### config.mk
export PLATFORM = sky130hd
export DESIGN_NAME = cpu_checker_arbiter
export DESIGN_NICKNAME = d
export VERILOG_FILES = /design/src/rtl/checker_arb_pkg.sv /design/src/rtl/rr_arbiter.sv /design/src/rtl/cpu_checker_arbiter.sv
export SDC_FILE = /design/constraint.sdc
export NUM_CORES = 1
export LEC_CHECK = 0
export CORE_MARGIN = 1
export CORE_UTILIZATION = 36
export CTS_BUF_LIST = sky130_fd_sc_hd__clkbuf_16
export DETAILED_ROUTE_END_ITERATION = 10
export PLACE_DENSITY_LB_ADDON = 0.12
export SLEW_MARGIN = 5
export SYNTH_ARGS = -nofsm -noshare
export SYNTH_HDL_FRONTEND = slang
export SYNTH_SLANG_ARGS = --single-unit
### constraint.sdc
create_clock -name clk -period 2 [get_ports clk]
set_clock_uncertainty 0.05 [all_clocks]
set_input_delay 0.5 -clock clk [delete_from_list [all_inputs] [get_ports clk]]
set_output_delay 0.5 -clock clk [all_outputs]
set_load 0.05 [all_outputs]
### src/rtl/checker_arb_pkg.sv
// Shared types and constants for the cpu_checker arbiter: FSM states,
// record delimiter characters and checker format codes.
package checker_arb_pkg;

    typedef enum logic [1:0] {
        IDLE   = 2'd0,
        STREAM = 2'd1,
        WAIT   = 2'd2,
        RESP   = 2'd3
    } state_e;

    localparam logic [7:0] CH_START = 8'h5E;
    localparam logic [7:0] CH_END   = 8'h23;
    localparam logic [7:0] CH_NUL   = 8'h00;

    localparam logic [1:0] FMT_NONE = 2'd0;
    localparam logic [1:0] FMT_REG  = 2'd1;
    localparam logic [1:0] FMT_MEM  = 2'd2;

endpackage

### src/rtl/rr_arbiter.sv
// Combinational round-robin arbiter: lowest requesting index at or after
// ptr_i wins. The pointer register lives in the parent.
module rr_arbiter #(
    parameter int unsigned N  = 2,
    parameter int unsigned IW = (N > 1) ? $clog2(N) : 1
) (
    input  logic [N-1:0]  req_i,
    input  logic [IW-1:0] ptr_i,
    output logic [N-1:0]  gnt_o,
    output logic [IW-1:0] idx_o,
    output logic          any_o
);

    logic [IW-1:0] j;
    logic          found;

    always_comb begin
        gnt_o = '0;
        idx_o = '0;
        found = 1'b0;
        j     = '0;
        for (int unsigned k = 0; k < N; k++) begin
            j = IW'((32'(ptr_i) + k) % N);
            if (!found && req_i[j]) begin
                found    = 1'b1;
                gnt_o[j] = 1'b1;
                idx_o    = j;
            end
        end
        any_o = found;
    end

endmodule

### src/rtl/cpu_checker_arbiter.sv
// Grants a single cpu_checker to one trace source per ^...# record, streams
// the record's characters into it and returns the latched verdict.
module cpu_checker_arbiter
    import checker_arb_pkg::*;
#(
    parameter int unsigned N_REQ   = 2,
    parameter int unsigned MAX_LEN = 64
) (
    input  logic                       clk,
    input  logic                       reset,
    input  logic [N_REQ-1:0]           req_valid,
    input  logic [8*N_REQ-1:0]         req_char,
    input  logic [16*N_REQ-1:0]        req_freq,
    output logic [N_REQ-1:0]           req_ready,
    output logic [7:0]                 chk_char,
    output logic [15:0]                chk_freq,
    input  logic [1:0]                 chk_format_type,
    input  logic [3:0]                 chk_error_code,
    output logic                       res_valid,
    output logic [$clog2(N_REQ)-1:0]   res_id,
    output logic [1:0]                 res_format,
    output logic [3:0]                 res_error,
    output logic                       res_abort
);

    localparam int unsigned IW = $clog2(N_REQ);
    localparam int unsigned LW = $clog2(MAX_LEN + 1);

    state_e        state_q, state_d;
    logic [IW-1:0] owner_q, owner_d;
    logic [IW-1:0] ptr_q, ptr_d;
    logic [LW-1:0] len_q, len_d;
    logic [LW-1:0] len_inc;
    logic [7:0]    chk_char_q, chk_char_d;
    logic [15:0]   chk_freq_q, chk_freq_d;
    logic          res_valid_q, res_valid_d;
    logic [IW-1:0] res_id_q, res_id_d;
    logic [1:0]    res_format_q, res_format_d;
    logic [3:0]    res_error_q, res_error_d;
    logic          res_abort_q, res_abort_d;

    logic [N_REQ-1:0] cand;
    logic [N_REQ-1:0] own_onehot;
    logic [N_REQ-1:0] win_gnt;
    logic [IW-1:0]    win_idx;
    logic             win_any;
    logic             own_valid;
    logic [7:0]       own_char;
    logic [15:0]      win_freq;

    // Per-requester decode: start candidates, owner's lane, winner's freq
    always_comb begin
        cand       = '0;
        own_onehot = '0;
        own_valid  = 1'b0;
        own_char   = CH_NUL;
        win_freq   = '0;
        for (int unsigned i = 0; i < N_REQ; i++) begin
            cand[i] = req_valid[i] && (req_char[8*i +: 8] == CH_START);
            if (IW'(i) == owner_q) begin
                own_onehot[i] = 1'b1;
                own_valid     = req_valid[i];
                own_char      = req_char[8*i +: 8];
            end
            if (IW'(i) == win_idx) begin
                win_freq = req_freq[16*i +: 16];
            end
        end
    end

    rr_arbiter #(
        .N  (N_REQ),
        .IW (IW)
    ) u_rr_arbiter (
        .req_i (cand),
        .ptr_i (ptr_q),
        .gnt_o (win_gnt),
        .idx_o (win_idx),
        .any_o (win_any)
    );

    always_comb begin
        state_d      = state_q;
        owner_d      = owner_q;
        ptr_d        = ptr_q;
        len_d        = len_q;
        len_inc      = len_q + LW'(1);
        chk_char_d   = CH_NUL;
        chk_freq_d   = chk_freq_q;
        res_valid_d  = 1'b0;
        res_id_d     = res_id_q;
        res_format_d = res_format_q;
        res_error_d  = res_error_q;
        res_abort_d  = res_abort_q;
        req_ready    = '0;

        case (state_q)
            IDLE: begin
                if (win_any) begin
                    req_ready  = win_gnt;
                    owner_d    = win_idx;
                    chk_freq_d = win_freq;
                    len_d      = LW'(1);
                    chk_char_d = CH_START;
                    state_d    = STREAM;
                end else begin
                    // No record start pending: swallow inter-record garbage
                    req_ready = req_valid;
                end
            end
            STREAM: begin
                req_ready = own_onehot;
                if (!own_valid || (own_char != CH_END && len_inc == LW'(MAX_LEN))) begin
                    res_abort_d  = 1'b1;
                    res_format_d = FMT_NONE;
                    res_error_d  = '0;
                    state_d      = RESP;
                end else if (own_char == CH_END) begin
                    chk_char_d  = CH_END;
                    len_d       = len_inc;
                    res_abort_d = 1'b0;
                    state_d     = WAIT;
                end else begin
                    chk_char_d = own_char;
                    len_d      = len_inc;
                end
            end
            WAIT: begin
                state_d = RESP;
            end
            RESP: begin
                res_valid_d = 1'b1;
                res_id_d    = owner_q;
                if (!res_abort_q) begin
                    res_format_d = chk_format_type;
                    res_error_d  = chk_error_code;
                end
                ptr_d   = (owner_q == IW'(N_REQ - 1)) ? '0 : owner_q + IW'(1);
                state_d = IDLE;
            end
            default: begin
                state_d = IDLE;
            end
        endcase

        if (!reset) begin
            req_ready = '0;
        end
    end

    always_ff @(posedge clk) begin
        if (!reset) begin
            state_q      <= IDLE;
            owner_q      <= '0;
            ptr_q        <= '0;
            len_q        <= '0;
            chk_char_q   <= CH_NUL;
            chk_freq_q   <= '0;
            res_valid_q  <= 1'b0;
            res_id_q     <= '0;
            res_format_q <= FMT_NONE;
            res_error_q  <= '0;
            res_abort_q  <= 1'b0;
        end else begin
            state_q      <= state_d;
            owner_q      <= owner_d;
            ptr_q        <= ptr_d;
            len_q        <= len_d;
            chk_char_q   <= chk_char_d;
            chk_freq_q   <= chk_freq_d;
            res_valid_q  <= res_valid_d;
            res_id_q     <= res_id_d;
            res_format_q <= res_format_d;
            res_error_q  <= res_error_d;
            res_abort_q  <= res_abort_d;
        end
    end

    assign chk_char   = chk_char_q;
    assign chk_freq   = chk_freq_q;
    assign res_valid  = res_valid_q;
    assign res_id     = res_id_q;
    assign res_format = res_format_q;
    assign res_error  = res_error_q;
    assign res_abort  = res_abort_q;

endmodule

# Yosys cells after proc, flatten, opt, wreduce, memory -nomap -nowiden
# Cells that the tools add are included.
word_totals:
  regBits: 44
  wordCells: 93
op_classes:
  n_eq_ne: 13
  mux: 43
  reduce_logical: 18
  addsub: 3
  magnitude_cmp: 4
  bitwise: 1
ops:
  columns: ["op", "n"]
  rows:
  - ["two-way mux 8 bit", 3]
  - ["two-way mux 7 bit", 3]
  - ["two-way mux 2 bit", 9]
  - ["two-way mux 1 bit", 17]
  - ["equality test 8 x 7 -> 1 bit, second input constant", 2]
  - ["two-way mux 16 bit", 1]
  - ["case mux 8 bit (2 select lines)", 1]
  - ["case mux 7 bit (2 select lines)", 1]
  - ["equality test 8 x 6 -> 1 bit, second input constant", 1]
  - ["two-way mux 4 bit", 2]
  - ["!= test 8 x 6 -> 1 bit, second input constant", 1]
  - ["case mux 2 bit (2 select lines)", 2]
  - ["case mux 2 bit (4 select lines)", 1]
  - ["case mux 4 bit (2 select lines)", 1]
  - ["adder 7 x 1 -> 7 bit, second input constant", 1]
  - ["equality test 7 bit, second input constant", 1]
  - ["logical AND 1 bit", 6]
  - ["!= test 2 bit, second input constant", 3]
  - ["AND reduction 2 bit", 3]
  - ["AND reduction 3 bit", 2]
  - ["nonzero test 2 bit", 3]
  - ["equality test 2 bit, second input constant", 2]
  - ["< comparator 1 x 2 -> 1 bit, second input constant", 2]
  - ["!= test 3 bit, second input constant", 1]
  - ["9 further kinds", 13]

# Longest topological paths before layout
logic_depth:
  word_depth: 11
  depth_mapped: 8

# Modules after synthesis
# A second synthesis with hierarchy kept.
hier_totals:
  cells_unflattened: 258
  area_unflattened_um2: 2333.5
modules_own_cells:
  columns: ["module", "cells_each", "instances", "area_per_inst_um2"]
  rows:
  - ["cpu_checker_arbiter", 253, 1, 2301.0]
  - ["rr_arbiter", 5, 1, 32.5]

# Worst setup path after synthesis
# OpenSTA, ideal clock, no wires.
synth_path:
  path_kind: "input to output"
  start: "in reset"
  end: "out req_ready[0]"
  n_path_buf: 3
  arrival_time_ns: 2.027
  slack_ns: -0.577
  cell_stages: 5
  path_cell_list: "clkbuf_1 > inv_1 > clkbuf_1 > clkbuf_1 > a21oi_1"
synth_between:
  elab_chain_cells: 1
synth_lines:
  columns: ["item", "line_no", "rtl"]
  rows:
  - ["from (decl)", "cpu_checker_arbiter.sv:10", "input logic reset,"]
  - ["two-way mux 2 bit", "cpu_checker_arbiter.sv:146", "if (!reset) begin"]
  - ["to (decl)", "cpu_checker_arbiter.sv:14", "output logic [N_REQ-1:0] req_ready,"]
# No other way between the ends.

# Worst setup path in the final report
layout_path:
  start: "in req_char[2]"
  end: "out req_ready[1]"
layout_between:
  elab_chain_cells: 11
  elab_cells_between_ends: 16
  classes_between: "eq/ne: 1; mux: 11; bitwise: 1; reduce/logical: 3"
layout_lines:
  columns: ["item", "line_no", "rtl"]
  rows:
  - ["from (decl)", "cpu_checker_arbiter.sv:12", "input logic [8*N_REQ-1:0] req_char,"]
  - ["equality test 8 x 7 -> 1 bit *", "cpu_checker_arbiter.sv:59", "cand[i] = req_valid[i] && (req_char[8*i +: 8] == CH_START);"]
  - ["logical AND 1 bit *", "cpu_checker_arbiter.sv:59", null]
  - ["two-way mux 1 bit (implied by the code) (2 in a row)", "rr_arbiter.sv:24", "if (!found && req_i[j]) begin"]
  - ["two-way mux 1 bit", "rr_arbiter.sv:24", null]
  - ["zero test 1 bit", "rr_arbiter.sv:24", null]
  - ["logical AND 1 bit", "rr_arbiter.sv:24", null]
  - ["two-way mux 2 bit or two-way mux 1 bit (tied branches)", "rr_arbiter.sv:24", null]
  - ["two-way mux 2 bit *", "cpu_checker_arbiter.sv:99", "if (win_any) begin"]
  - ["case mux 2 bit (2 select lines) *", "cpu_checker_arbiter.sv:97", "case (state_q)"]
  - ["two-way mux 2 bit *", "cpu_checker_arbiter.sv:146", null]
# Every way passes the cells marked *; elsewhere a longest branch is shown, timed or not. The select of a mux whose other input is x is not followed.

==> results.sh <==
export IMPL_outcome="finished, violations left"
export IMPL_failing_checks="setup timing"
export IMPL_wirelength_mm=7.44
export IMPL_grt_first_pass_wirelength_mm=11.7
export IMPL_async_flop_share=0
export IMPL_worst_slew_pin_transition_ps=508
export IMPL_synth_most_common_cell="sky130_fd_sc_hd__dfxtp_1"
export IMPL_path_class="in2out"
export IMPL_gp_congestion=0.799
export IMPL_timing_final_max_slew_violations=0
export IMPL_clock_sink_count=44
export IMPL_cp_endpoint_kind="output port"
export IMPL_synth_area_um2=2350
export IMPL_vdd_ir_drop_max_uv=367
export IMPL_detailed_place_area_um2=3790
export IMPL_finalCoreUtilization=0.693
export IMPL_area_growth_syn_to_layout_pct=86.0
export IMPL_cts_reportedPaths_clkPinSlew_ps=60
export IMPL_setup_viol_count_final=25
export IMPL_core_area_um2=6310
export IMPL_edff_count_synth=0
export IMPL_synth_lib_cells_used_distinct=54
export IMPL_finalNetCount=477
export IMPL_synth_yosys_seq_area_share=0.375
export IMPL_path_class_of_the_lowest_slack_min_delay_path="reg2reg"
export IMPL_synth_common_cells="44 x sky130_fd_sc_hd__dfxtp_1, 33 x sky130_fd_sc_hd__mux2i_1, 28 x sky130_fd_sc_hd__nor2_1"
export IMPL_top_layer="met4"
export IMPL_post_synth_top_area_cell="sky130_fd_sc_hd__dfxtp_1"
export IMPL_drt_initial_drc_count=50
export IMPL_die_ar_um2=6860
export IMPL_yosys_reg_bits=44
export IMPL_finalCriticalPeriod_ps=2250
export IMPL_timing_critical_path_to="req_ready[1]"
export IMPL_boundaryPins=93
export IMPL_finalPower_uw=2550
export IMPL_power_density_nw_per_um2=584
export IMPL_die_height_um=82.8
export IMPL_initial_core_util=0.372
export IMPL_max_slew_margin=0.660
export IMPL_net_count_synth=325
export IMPL_worst_endpoint_required_ps=1450
export IMPL_cts_inserted_buffers=5
export IMPL_tritoncts="yes"
export IMPL_fillers=510
export IMPL_floorplan_die_width_um=82.8
export IMPL_ff2ff_path_depth=7
export IMPL_via_count_of_the_first_global_routing_pass=2425
export IMPL_crit_path_start="req_char[2]"
export IMPL_detail_route_drc_violations=0
export IMPL_post_synth_main_area_contributors="sky130_fd_sc_hd__dfxtp_1 37%, sky130_fd_sc_hd__mux2i_1 14%, sky130_fd_sc_hd__a211oi_1 5.7%"
export IMPL_hold_slack_ps=408
export IMPL_maxClockFrequency_mhz=445
export IMPL_timing_rr_start="len_q[0]"
export IMPL_period_share=1.12
export IMPL_number_of_antenna_violations_at_the_first_check_in_global_routing=0
export IMPL_grtUsageTotal=0.206
export IMPL_drt_pass1_iterations=4
export IMPL_worst_path_max_fanout=2
export IMPL_vias_per_cell=5.17
export IMPL_met3_wirelength_um=334
export IMPL_ys_dominant_reg_cell="sky130_fd_sc_hd__dfxtp_1"
export IMPL_fin_tns_setup_ps=-1630
export IMPL_power_leakage_uw=0.00170
export IMPL_clock_insertion_delay_worst_skew_ps=280
export IMPL_drv_max_cap_violation_count=0
export IMPL_fraction_of_synthesized_cell_area_taken_by_the_top_area_cell_type=0.375
export IMPL_grt_start_max_net_pins=21
export IMPL_setup_slack_ps=-249
export IMPL_grt_setup_unrepaired="true"
export IMPL_insertedDiodeCount=0
export IMPL_yosys_warnings=0
export IMPL_drive_gt1_frac=0.415
export IMPL_final_hold_violation_count=0
export IMPL_clock_tree_buffer_depth=2
export IMPL_synthesis_area_per_instance_um2=8.97
export IMPL_grt_overflow=0
export IMPL_clock_tree_htree_level_count=2
export IMPL_routed_via_count=2538
export IMPL_startpoint_kind_of_the_worst_setup_timing_path="primary input"
export IMPL_row_count=29
export IMPL_detail_route_wl_per_cell_um=15.2
export IMPL_buffer_ports_inserted=92
export IMPL_postCtsHoldBufs=0
export IMPL_final_area_um2=4370
export IMPL_r2r_setup_slk_ps=-140
export IMPL_synthesis_instances=262
export IMPL_regToRegEndpoint="res_format[1]"
export IMPL_final_antenna_net_count=0
export IMPL_ctsRootBufferMaster="sky130_fd_sc_hd__clkbuf_16"
export IMPL_wirelength_met1_mm=3.22
export IMPL_wl_met2_mm=3.78
export IMPL_critical_path_arrival_ps=1700
export IMPL_dp_hpwl_mm=5.10
## layout by cell type, fill, tap and decap left out, drive strengths merged, types with 6 or more instances in the layout
| master | Yosys | final |
|---|---|---|
| buf | 7 | 107 |
| dfxtp | 44 | 44 |
| clkdlybuf4s50 | 0 | 43 |
| mux2i | 33 | 33 |
| nor2 | 29 | 29 |
| nand2 | 24 | 24 |
| a211oi | 19 | 19 |
| clkbuf | 10 | 8 |
| dlygate4sd2 | 0 | 7 |
| nand3 | 7 | 7 |
| a21oi | 7 | 7 |
| nor3 | 7 | 7 |
| o21a | 6 | 6 |
| and3 | 6 | 6 |
## cell families after synthesis
family / synth area share
adders and majority gates: 0.0266
AOI/OAI and AO/OA: 0.202
and+or+nand+nor: 0.208
muxes: 0.145
buffers and inverters: 0.0436
DFF: 0.375
## metal layers
layer | track usage | vias up
li1 | - | 1267
met5 | 0 | -
met1 | 0.251 | 1189
met3 | 0.0388 | 10
met2 | 0.367 | 72
met4 | 0.0564 | 0
## worst max-delay path: stages
cell and delay [ps]:
sky130_fd_sc_hd__dlygate4sd2_1 210, sky130_fd_sc_hd__and4_4 230, sky130_fd_sc_hd__nand3_2 90, sky130_fd_sc_hd__a31o_4 230, sky130_fd_sc_hd__a32oi_2 230, sky130_fd_sc_hd__nor2_4 50, sky130_fd_sc_hd__buf_12 150
## through the flow
| stage | std cells | worst slack (ps) |
|---|---|---|
| 2_1_floorplan | 262 | -71.0 |
| 3_3_place_gp | 472 | -645 |
| 3_5_place_dp | 472 | -649 |
| 4_1_cts | 483 | -268 |
| 5_1_grt | 491 | -302 |
| 6_report | 491 | -249 |
## flip-flops by register name (all words and copies together), names as in the netlist
register	count
ptr_q	1
chk_char	8
owner_q	1
len_q	7
res_valid	1
res_error	4
state_q	2
res_id	1
chk_freq	16
res_format	2
res_abort	1
## area by class of cell
cell class                 instances  area, um^2  share of cell area
clock inverter                     2        60.1              0.0137
multi-input combinational        197        1690               0.386
inverter                           4        15.0             0.00343
tap                               77        96.3              0.0220
clock buffer                       5         125              0.0286
sequential                        44         890               0.203
timing repair buffer             162        1500               0.343
## worst min-delay path by stage
stage                    endpoint  cells past startpoint  slack (ps)           from
floorplan              state_q[1]                      2         410     state_q[1]
global placement     res_error[2]                      2         390   res_error[2]
detailed placement   res_error[0]                      2         400   res_error[0]
CTS                  res_error[0]                      2         410   res_error[0]
global route        res_format[0]                      2         430  res_format[0]
finish               res_error[0]                      2         410   res_error[0]
## repair_timing
item / in CTS / in global routing
pin swaps: 19 / 37
hold endpoints to repair: 0 / 0
endpoints found under the setup margin: 42 / 41
resized for setup: 72 / 49
buffers inserted: 5 / 7
cloned: 0 / 2
## power breakdown
part	leakage (uW)	switching (uW)	total [uW]	internal, uW
clock	0.0000899	336	1040	709
combinational	0.00126	298	607	309
sequential	0.000357	11.3	902	891
total	0.00170	646	2550	1910
No activity file was read; power rests on OpenSTA's default activity.
